==> config.mk <==
export PLATFORM = sky130hd
export DESIGN_NAME = ram_port_arbiter
export DESIGN_NICKNAME = d
export VERILOG_FILES = /design/src/rtl/ram_port_arbiter.sv
export SDC_FILE = /design/constraint.sdc
export NUM_CORES = 1
export LEC_CHECK = 0
export CORE_AREA = 2 2 83 85
export DETAILED_ROUTE_END_ITERATION = 8
export DIE_AREA = 0 0 85 87
export PLACE_DENSITY = 0.73
export SETUP_SLACK_MARGIN = 0.4
export SLEW_MARGIN = 10
export SYNTH_ARGS = -nofsm -noshare
export SYNTH_HDL_FRONTEND = slang
export SYNTH_SLANG_ARGS = --single-unit
==> constraint.sdc <==
create_clock -name clock -period 3.6 [get_ports clock]
set_input_delay 0.9 -clock clock [delete_from_list [all_inputs] [get_ports clock]]
set_output_delay 0.9 -clock clock [all_outputs]
set_load 0.02 [all_outputs]
==> src/rtl/ram_port_arbiter.sv <==
// Purpose: arbitrates two requesters (cache controller m0, refill/writeback m1) onto one
//          single-port sync-read RAM; round-robin fairness with optional burst lock.
// Latency: grant is combinational in the request cycle; read data returns one cycle later.
// Backpressure: an ungranted requester holds its request until it sees its gnt.
// Ports: clock/rst_n; per requester mX_req/we/lock/addr/wdata in, mX_gnt/rvalid/rdata out;
//        RAM side ram_addr/ram_din/ram_we out, ram_dout in.
module ram_port_arbiter #(
    parameter int AWIDTH = 3,
    parameter int DWIDTH = 32
) (
    input  logic              clock,
    input  logic              rst_n,
    input  logic              m0_req,
    input  logic              m0_we,
    input  logic              m0_lock,
    input  logic [AWIDTH-1:0] m0_addr,
    input  logic [DWIDTH-1:0] m0_wdata,
    output logic              m0_gnt,
    output logic              m0_rvalid,
    output logic [DWIDTH-1:0] m0_rdata,
    input  logic              m1_req,
    input  logic              m1_we,
    input  logic              m1_lock,
    input  logic [AWIDTH-1:0] m1_addr,
    input  logic [DWIDTH-1:0] m1_wdata,
    output logic              m1_gnt,
    output logic              m1_rvalid,
    output logic [DWIDTH-1:0] m1_rdata,
    output logic [AWIDTH-1:0] ram_addr,
    output logic [DWIDTH-1:0] ram_din,
    output logic              ram_we,
    input  logic [DWIDTH-1:0] ram_dout
);

    typedef enum logic [1:0] {
        IDLE = 2'd0,
        OWN0 = 2'd1,
        OWN1 = 2'd2
    } state_t;

    state_t state, next_state;
    logic   last_ptr, next_ptr;

    always_ff @(posedge clock or negedge rst_n) begin
        if (!rst_n) begin
            state    <= IDLE;
            last_ptr <= 1'b1;   // m0 wins the first tie after reset
        end else begin
            state    <= next_state;
            last_ptr <= next_ptr;
        end
    end

    always_comb begin
        m0_gnt     = 1'b0;
        m1_gnt     = 1'b0;
        next_state = state;
        next_ptr   = last_ptr;

        // Grants are suppressed while reset is asserted so nothing reaches the RAM.
        if (rst_n) begin
            case (state)
                OWN0: begin
                    if (m0_req) m0_gnt = 1'b1;
                    else        next_state = IDLE;   // owner released without an access
                end
                OWN1: begin
                    if (m1_req) m1_gnt = 1'b1;
                    else        next_state = IDLE;
                end
                default: begin
                    if (m0_req && m1_req) begin
                        m0_gnt = last_ptr;
                        m1_gnt = !last_ptr;
                    end else begin
                        m0_gnt = m0_req;
                        m1_gnt = m1_req;
                    end
                end
            endcase

            // Lock is only looked at for the requester that actually got the grant.
            if (m0_gnt) begin
                next_state = m0_lock ? OWN0 : IDLE;
                next_ptr   = 1'b0;
            end else if (m1_gnt) begin
                next_state = m1_lock ? OWN1 : IDLE;
                next_ptr   = 1'b1;
            end
        end
    end

    // No grant leaves m0's address on the bus as a harmless read.
    assign ram_addr = m1_gnt ? m1_addr  : m0_addr;
    assign ram_din  = m1_gnt ? m1_wdata : m0_wdata;
    assign ram_we   = (m0_gnt & m0_we) | (m1_gnt & m1_we);

    // One-cycle valid pulse per granted read, aligned with the RAM's registered output.
    always_ff @(posedge clock or negedge rst_n) begin
        if (!rst_n) begin
            m0_rvalid <= 1'b0;
            m1_rvalid <= 1'b0;
        end else begin
            m0_rvalid <= m0_gnt & ~m0_we;
            m1_rvalid <= m1_gnt & ~m1_we;
        end
    end

    assign m0_rdata = ram_dout;
    assign m1_rdata = ram_dout;

endmodule

### After elaboration in Yosys (flattened, before gate mapping)

Index checks and enable logic that the tools add are counted.

| word-level totals | value |
|---|---|
| flip-flop bits (word level) | 5 |
| input bits | 110 |
| output and inout bits | 104 |
| logic and storage cells | 42 |

| operators by class | value |
|---|---|
| equal/unequal tests | 4 |
| muxes and demuxes | 21 |
| bitwise logic cells | 7 |
| reduce and logical (&&, ||, !) cells | 6 |

Operators with widths:

| kind | count |
|---|---|
| $mux 32 | 1 |
| $mux 1 | 11 |
| $mux 2 | 5 |
| $ne 4x4->1 const B | 2 |
| $and 1x1->1 | 4 |
| $pmux 1 s2 | 2 |
| $pmux 2 s2 | 1 |
| $reduce_and 4->1 | 1 |
| $reduce_bool 4->1 | 1 |
| $mux 3 | 1 |
| $eq 2x1->1 const B | 1 |
| $eq 2x2->1 const B | 1 |
| $not 1->1 | 2 |
| $reduce_and 2->1 | 1 |
| $reduce_bool 2->1 | 1 |
| $logic_and 1x1->1 | 1 |
| $logic_not 1->1 | 1 |
| $or 1x1->1 | 1 |

### Depth between registers and ports, before layout

Gate-level depths: netlist of the first run.

| logic depth | value |
|---|---|
| depth in word-level cells | 7 |
| mapped depth | 7 |
| depth with buffers taken out | 6 |

### Worst setup path after synthesis of the first run

OpenSTA, ideal clock, no wires.

| timing path | value |
|---|---|
| path type | input to output |
| from | in rst_n |
| to | out ram_din[26] |
| data arrival time | 1.911 ns |
| required time | 2.700 ns |
| slack | 0.789 ns |
| stages on the path | 4 |
| buffers on the path | 1 |
| cells stage by stage | o211ai_2 > a31oi_2 > buf_6 > mux2_1 |

| on the way | value |
|---|---|
| word-level cells in the longest chain between the ends | 2 |

Ends and longest elaborated chain:

| item | line | text |
|---|---|---|
| start, declared | 12 | `input logic rst_n,` |
| $mux 1 | 61 | `if (rst_n) begin` |
| net m1_gnt | 26 | `output logic m1_gnt,` |
| $mux 32 | 95 | `assign ram_din = m1_gnt ? m1_wdata : m0_wdata;` |
| end, declared | 30 | `output logic [DWIDTH-1:0] ram_din,` |

The timed path passes the listed nets, and every way through them passes these cells.

### Final worst setup path of the first run

| timing path | value |
|---|---|
| from | in m1_req |
| to | out ram_din[22] |

| on the way | value |
|---|---|
| word-level cells in the longest chain between the ends | 6 |
| elaborated cells on any way between the ends | 7 |
| classes of those cells | mux: 6; reduce/logical: 1 |

Ends and longest elaborated chain:

| item | line | text |
|---|---|---|
| start, declared | 21 | `input logic m1_req,` |
| $logic_and 1x1->1 | 72 | `if (m0_req && m1_req) begin` |
| $mux 1 | 72 |  |
| $pmux 1 s2 (*) | 62 | `case (state)` |
| $mux 1 (*) (2 in series) | 61 |  |
| $mux 32 (*) | 95 |  |

Mark *: on every way between the ends. The rest lies on a longest branch, timed or not. The select of a mux whose other input is x is not followed.

==> results of run 1 <==
## what timing repair did
item | CTS | global route
buffers inserted | 5 | 0
gates resized for setup | 161 | 7
endpoints found under the setup margin | 38 | 24
cloned | 3 | 0
pin swaps | 1 | 2
## cells in the final DEF, fill, tap and decap left out, types with 2 or more instances in the layout
cell type | Yosys | final
clkdlybuf4s50_1 | 0 | 76
mux2_2 | 32 | 32
buf_2 | 0 | 19
buf_4 | 64 | 12
buf_6 | 4 | 10
clkdlybuf4s15_2 | 0 | 9
dfrtp_1 | 4 | 4
inv_1 | 3 | 3
mux2_1 | 3 | 3
nand2_1 | 3 | 3
clkbuf_8 | 0 | 3
nor2b_1 | 2 | 2
ha_1 | 3 | 2
buf_16 | 0 | 2
clkbuf_2 | 0 | 2
dlygate4sd2_1 | 0 | 2
## final cells by class
type / instances / area [µm²] / area share [%]
clock buffer: 4 / 45.04 / 2.100
inverter: 3 / 11.26 / 0.5251
multi-input combinational: 56 / 586.8 / 27.36
sequential: 5 / 126.4 / 5.893
tap: 80 / 100.1 / 4.667
timing repair buffer: 134 / 1275 / 59.45
## stage by stage
step	cell area [µm²]	total power (µW)
detailed placement	2054	650.2
finish	2145	794.2
global route	2145	845.5
floorplan	1220	479.4
CTS	2138	793.5
global placement	2054	645.4
## where the power goes
group / total [µW] / switching (µW) / leakage [µW] / internal [µW]
Clock: 101 / 24.8 / 0.0000228 / 75.8
Combinational: 600 / 263 / 0.000800 / 337
Sequential: 93.7 / 17.0 / 0.0000644 / 76.8
Total: 794 / 305 / 0.000888 / 489
## logic make-up after synthesis
kind of cell	Yosys count
AND/OR/NAND/NOR	8
flip-flops	5
AO/OA/AOI/OAI	10
buffers and inverters	71
multiplexers	35
adder cells (fa/ha/maj)	3
## sequential cells by signal (all words and copies together), names as in the netlist
signal and flops:
m0_rvalid 1, m1_rvalid 1, state 2, last_ptr 1
## metal layers
| layer | wire length, µm | vias up | global-route usage, % |
|---|---|---|---|
| met5 | 0 | - | 0 |
| li1 | - | 527 | - |
| met4 | 143 | 0 | 4.329 |
| met1 | 1439 | 520 | 10.40 |
| met2 | 2060 | 120 | 18.61 |
| met3 | 604 | 27 | 4.076 |
## how the worst min path moves through the flow
stage	cells past startpoint	from	endpoint	slack [ns]
finish	2	last_ptr	last_ptr	0.52
floorplan	2	last_ptr	last_ptr	0.48
CTS	2	last_ptr	last_ptr	0.52
detailed placement	2	last_ptr	last_ptr	0.51
global route	2	last_ptr	last_ptr	0.54
global placement	2	last_ptr	last_ptr	0.51
## worst max-delay path, delay by kind of cell
family | cells | cell delay (ns)
muxes | 1 | 0.33
AOI/OAI and AO/OA | 2 | 0.29
buffers and inverters | 5 | 0.67
==> run metrics, run 1 <==
Worst EP required 2.70 ns; Critical Path Start Type input port; vias in the first global route ~1.2k; Core Region about 6600 µm²; 1st-iter DRT viols 30; Slowest-stage cell, CP mux2_2; All-Layer GR Usage ~10%; Post-Synthesis Cell Area 1220 µm²; max-cap viol count 0; Routed WL between 4000 and 5000 µm; fin crit share between 80% and 90%; detailed placer's ending HPWL roughly 3300 µm; Reg clk slew, reported paths about 0.030 ns; 1st-pass router iterations 4; largest family of logic cells by synthesized area buffers and inverters; H-tree levels 1; CTS Sinks 5; Yosys cell types 23; Remaining DRCs 0; Post-Synth Adder-Cell Area 3.077%; fin crit period around 3 ns; global-route wire length before repair around 5900 µm; Reg-to-Reg Start state[0]; Worst Slack Setup Final 0.5087 ns; Post-synth EDFFs 0; die height roughly 87 µm; Initial Utilization between 10% and 20%; CP dominant cell by count buf_2; initial antenna violation count 0; DIE WIDTH roughly 85 µm; CTS tree built; DR vias around 1.2k; internal reg-to-reg setup slack about 1.6 ns; PortBufs around 120; Synth Instances between 100 and 150; Setup CP Type input port to output pin; XOR/XNOR Fraction of Synth Area 0%; critical path launch point m1_req; register area share after synthesis 10.36%; LEAKAGE 0.0008877 µW; row count 30; antenna viol nets, final 0; drt via density between 4 and 5; placed instance count 270; peak supply drop between 0.1 and 0.15 mV; Synthesis Warnings 0; R2R Path End state[1]; simple-gate share of the synthesized area under 10%; worst-skew pair later-pin latency roughly 0.22 ns; fillcell total roughly 690; syn nets about 250; Final Skew approximately 0.0027 ns; nets@finish 316; worst-path cell chain buf_2 -> o211ai_4 -> a31oi_4 -> buf_4 -> buf_6 -> buf_16 -> mux2_2 -> buf_2; crit-path max FO 13; hold-fix buffers at CTS 0; Post-synth top flop dfrtp_1; post-synthesis mux area share between 30% and 40%; CTS Buf Count 3; most frequent cell after synthesis buf_4; Slew Limit Headroom about 84%; asr flop ratio synth between 90% and 100%; commonest cells in the netlist 64 x buf_4, 32 x mux2_2, 4 x buf_6, 4 x dfrtp_1; Hold Vio Cnt, Final 0; crit path to ram_din[22]; Die ar. 7395 µm²; clock tree buffer depth 2; Mean Syn Cell Area between 9 and 10 µm²; Final setup viols 0; per-cell routed wire length approximately 15 µm; largest net degree at the start of global routing 14; share of cells above drive strength 1 a little under half; final core utilization between 30% and 40%; Placement Setup Slack -0.2149 ns; Hold Path Class register to register; Non-Filler Instances between 200 and 300; area share of the largest cell type after synthesis between 30% and 40%; synthesized flop and latch total 5; GPL Wtd Cong 0.8288; Hold Worst Slack approximately 0.52 ns; total grt overflow 0; area fraction in compound gates after synthesis roughly 7.0%; Pwr Density 370.3 nW/µm²; Area contributors post-synth buf_4 39%, mux2_2 30%, dfrtp_1 8.2%, buf_6 3.7%, ha_1 3.1%; CTS Root Cell clkbuf_8; post-synth top area cell buf_4; Top Ports ~210; antenna fix cells 0; Least-Margin Pin Slew around 0.24 ns; worst r2r path cells 10; Slew Limit Fails 0; Worst EP arrival 2.19 ns; max incr delay on CP 0.33 ns; Area growth, synth to finish 75.80%; setup total negative slack 0 ns; fmax 323.5 MHz; crit end category output pin; RSZ-0062 raised after global routing false; status finished clean
Power figures use the tool's default switching activity.
==> run 2: changes to the inputs <==
--- a/config.mk
+++ b/config.mk
@@ -5,10 +5,12 @@
 export SDC_FILE = /design/constraint.sdc
 export NUM_CORES = 1
 export LEC_CHECK = 0
+export ABC_AREA = 1
 export CORE_AREA = 2 2 83 85
 export DETAILED_ROUTE_END_ITERATION = 8
 export DIE_AREA = 0 0 85 87
-export PLACE_DENSITY = 0.73
+export PLACE_DENSITY = 0.74
+export RECOVER_POWER = 100
 export SETUP_SLACK_MARGIN = 0.4
 export SLEW_MARGIN = 10
 export SYNTH_ARGS = -nofsm -noshare
==> run metrics, run 2 <==
max incr delay on CP 0.48 ns; hold-fix buffers at CTS 0; worst hold path depth 2; drt via density between 3 and 4; per-cell routed wire length 11.02 µm; Mean Syn Cell Area between 5 and 6 µm²; Final setup viols 0; antenna viol nets, final 0; worst r2r path cells 9; Synth Instances between 200 and 250; Post-Synthesis Cell Area roughly 1300 µm²; max reg flops 2; final core utilization slightly below 30%; clock tree buffer depth 2; CTS Buf Count 3; CP dominant cell by count nand2_1; Reg-to-Reg Start state[0]; asr flop ratio synth 100.0%; Remaining DRCs 0; RSZ-0062 raised after global routing true; CTS tree built; Top Ports around 210; DIE WIDTH ~85 µm; synthesized flop and latch total 5; Post-synth top flop dfrtp_1; Post-synth EDFFs 0; fin crit period around 3.3 ns; delay-heaviest family, CP buffers and inverters; All-Layer GR Usage roughly a tenth; endpoint with the worst hold slack state[0]; commonest cells in the netlist 119 x nand2_1, 67 x buf_4, 12 x inv_1; Min-Delay Startpoint state[0]; most frequent cell after synthesis nand2_1; post-synth top area cell buf_4; fin crit share 90.48%; PortBufs about 120; Core Region 6569 µm²; Hold Path Class register to register; max-cap viol count 0; detailed placer's ending HPWL about 3400 µm; Synthesis Warnings 0; largest net degree at the start of global routing 40; antenna fix cells 0; DR vias 1457; R2R Path End state[0]; vias in the first global route 1413; Buf/Inv on CP 5; crit-path max FO 16; total grt overflow 0; Slew Limit Headroom 74.69%; internal reg-to-reg setup slack roughly 1.9 ns; Worst EP arrival 2.36 ns; worst-skew pair later-pin latency around 0.22 ns; area of the multi-input gates approximately 570 µm²; busiest metal layer after global routing met2; syn nets around 340; register area share after synthesis under 10%; H-tree levels 1; largest reg by FF count state; placed instance area about 2100 µm²; Yosys cell types 16; worst-path cell chain clkdlybuf4s50_1 -> inv_1 -> nor2_2 -> nand3_1 -> inv_4 -> buf_12 -> nand2_1 -> nand2_1 -> clkbuf_1; met2 usage approximately a fifth; Least-Margin Pin Slew between 0.3 and 0.4 ns; CTS Sinks 5; most frequent cells in the layout 119 x nand2_1, 76 x clkdlybuf4s50_1, 36 x clkbuf_1; Final Skew around 0.0022 ns; status finished clean; Initial Utilization 19.49%; register area between 100 and 150 µm²; nets@finish approximately 400; crit end category output pin; setup total negative slack 0 ns; Pwr Density between 300 and 400 nW/µm²; Reg clk slew, reported paths ~0.030 ns; share of cells above drive strength 1 around 5.3%; LEAKAGE just under 0.001 µW; GRT met3 Usage 3.412%; initial antenna violation count 0; area share of the largest cell type after synthesis 39.30%; Setup CP Type input port to output pin; 1st-iter DRT viols 18; 1st-pass router iterations 4; global-route wire length before repair 6168 µm; WP depth 9; CTS Root Cell clkbuf_8; fmax a little over 300 MHz; peak supply drop 0.1345 mV; fillcell total ~740; Routed WL 4022 µm; Critical Path Start Type input port; commonest non-fill, non-tap cell in the layout nand2_1; Slowest-stage cell, CP clkdlybuf4s50_1; Slew Limit Fails 0; post-route cell area between 1500 and 2000 µm²; die height slightly below 90 µm; Die ar. approximately 7400 µm²; Worst EP required around 2.7 ns; row count 30; met1 Use GR a little under a tenth; Area contributors post-synth buf_4 39%, nand2_1 35%, dfrtp_1 7.8%, inv_1 3.5%, ha_1 2.9%; GPL Wtd Cong roughly 0.7; Hold Vio Cnt, Final 0; Area growth, synth to finish 50.15%
==> run 2: how the worst max path moves through the flow <==
stage,startpoint,end,slack [ns]
6_report,m1_req,ram_din[0],0.34
5_1_grt,m1_req,ram_din[25],0.21
4_1_cts,m1_req,ram_din[0],0.29
3_5_place_dp,m1_req,ram_din[0],0.01
2_1_floorplan,m1_req,ram_din[12],1.06
3_3_place_gp,m1_req,ram_din[0],0.05
==> run 2: worst min-delay path, cell delays in order, from the launching register on <==
cell and delay [ns]:
dfrtp_1 0.35, nand4_1 0.10, nand2_1 0.07
==> run 2: cell families after synthesis <==
group / count (synthesis) / share of synthesized area [%]
compound gates: 2 / 0.7820
simple gates: 134 / 41.06
flops: 5 / 9.874
buf+inv: 85 / 45.36
fa+ha+maj: 3 / 2.933
==> run 2: routing by layer <==
layer,wire [µm],up-vias,part of all wire (%)
met5,0,-,0
met4,200,0,5.0
met3,535,34,13
met2,1970,102,49
met1,1315,591,33
li1,-,730,-
==> run 2: area by class of cell <==
cell class                 count  share of cell area, %
multi-input combinational    139                  29.56
sequential                     5                  6.576
clock buffer                   4                  2.344
tap                           80                  5.208
timing repair buffer         124                  53.65
inverter                      13                  2.669
==> run 2: through the flow <==
step	hold slack (ns)	cells	setup slack, ns	power (µW)
6_report	0.5613	365	0.3428	767.4
5_1_grt	0.6245	365	0.2061	841.6
4_1_cts	0.5647	365	0.2871	809.1
3_5_place_dp	0.5537	361	0.01413	791.0
3_3_place_gp	0.5485	361	0.05065	778.6
2_1_floorplan	0.5235	229	1.064	544.9
==> run 2: what timing repair did <==
| item | 4_1_cts | 5_1_grt |
|---|---|---|
| resized for setup | 143 | 14 |
| setup endpoints to repair | 38 | 17 |
| buffers inserted | 0 | 0 |
==> run 2: where the power goes <==
| part | leakage (µW) | switching, µW | internal (µW) |
|---|---|---|---|
| clock network | 0.0000228 | 26.5 | 75.9 |
| registers | 0.0000646 | 12.8 | 76.8 |
| logic | 0.000873 | 348 | 227 |
| total | 0.000961 | 387 | 380 |
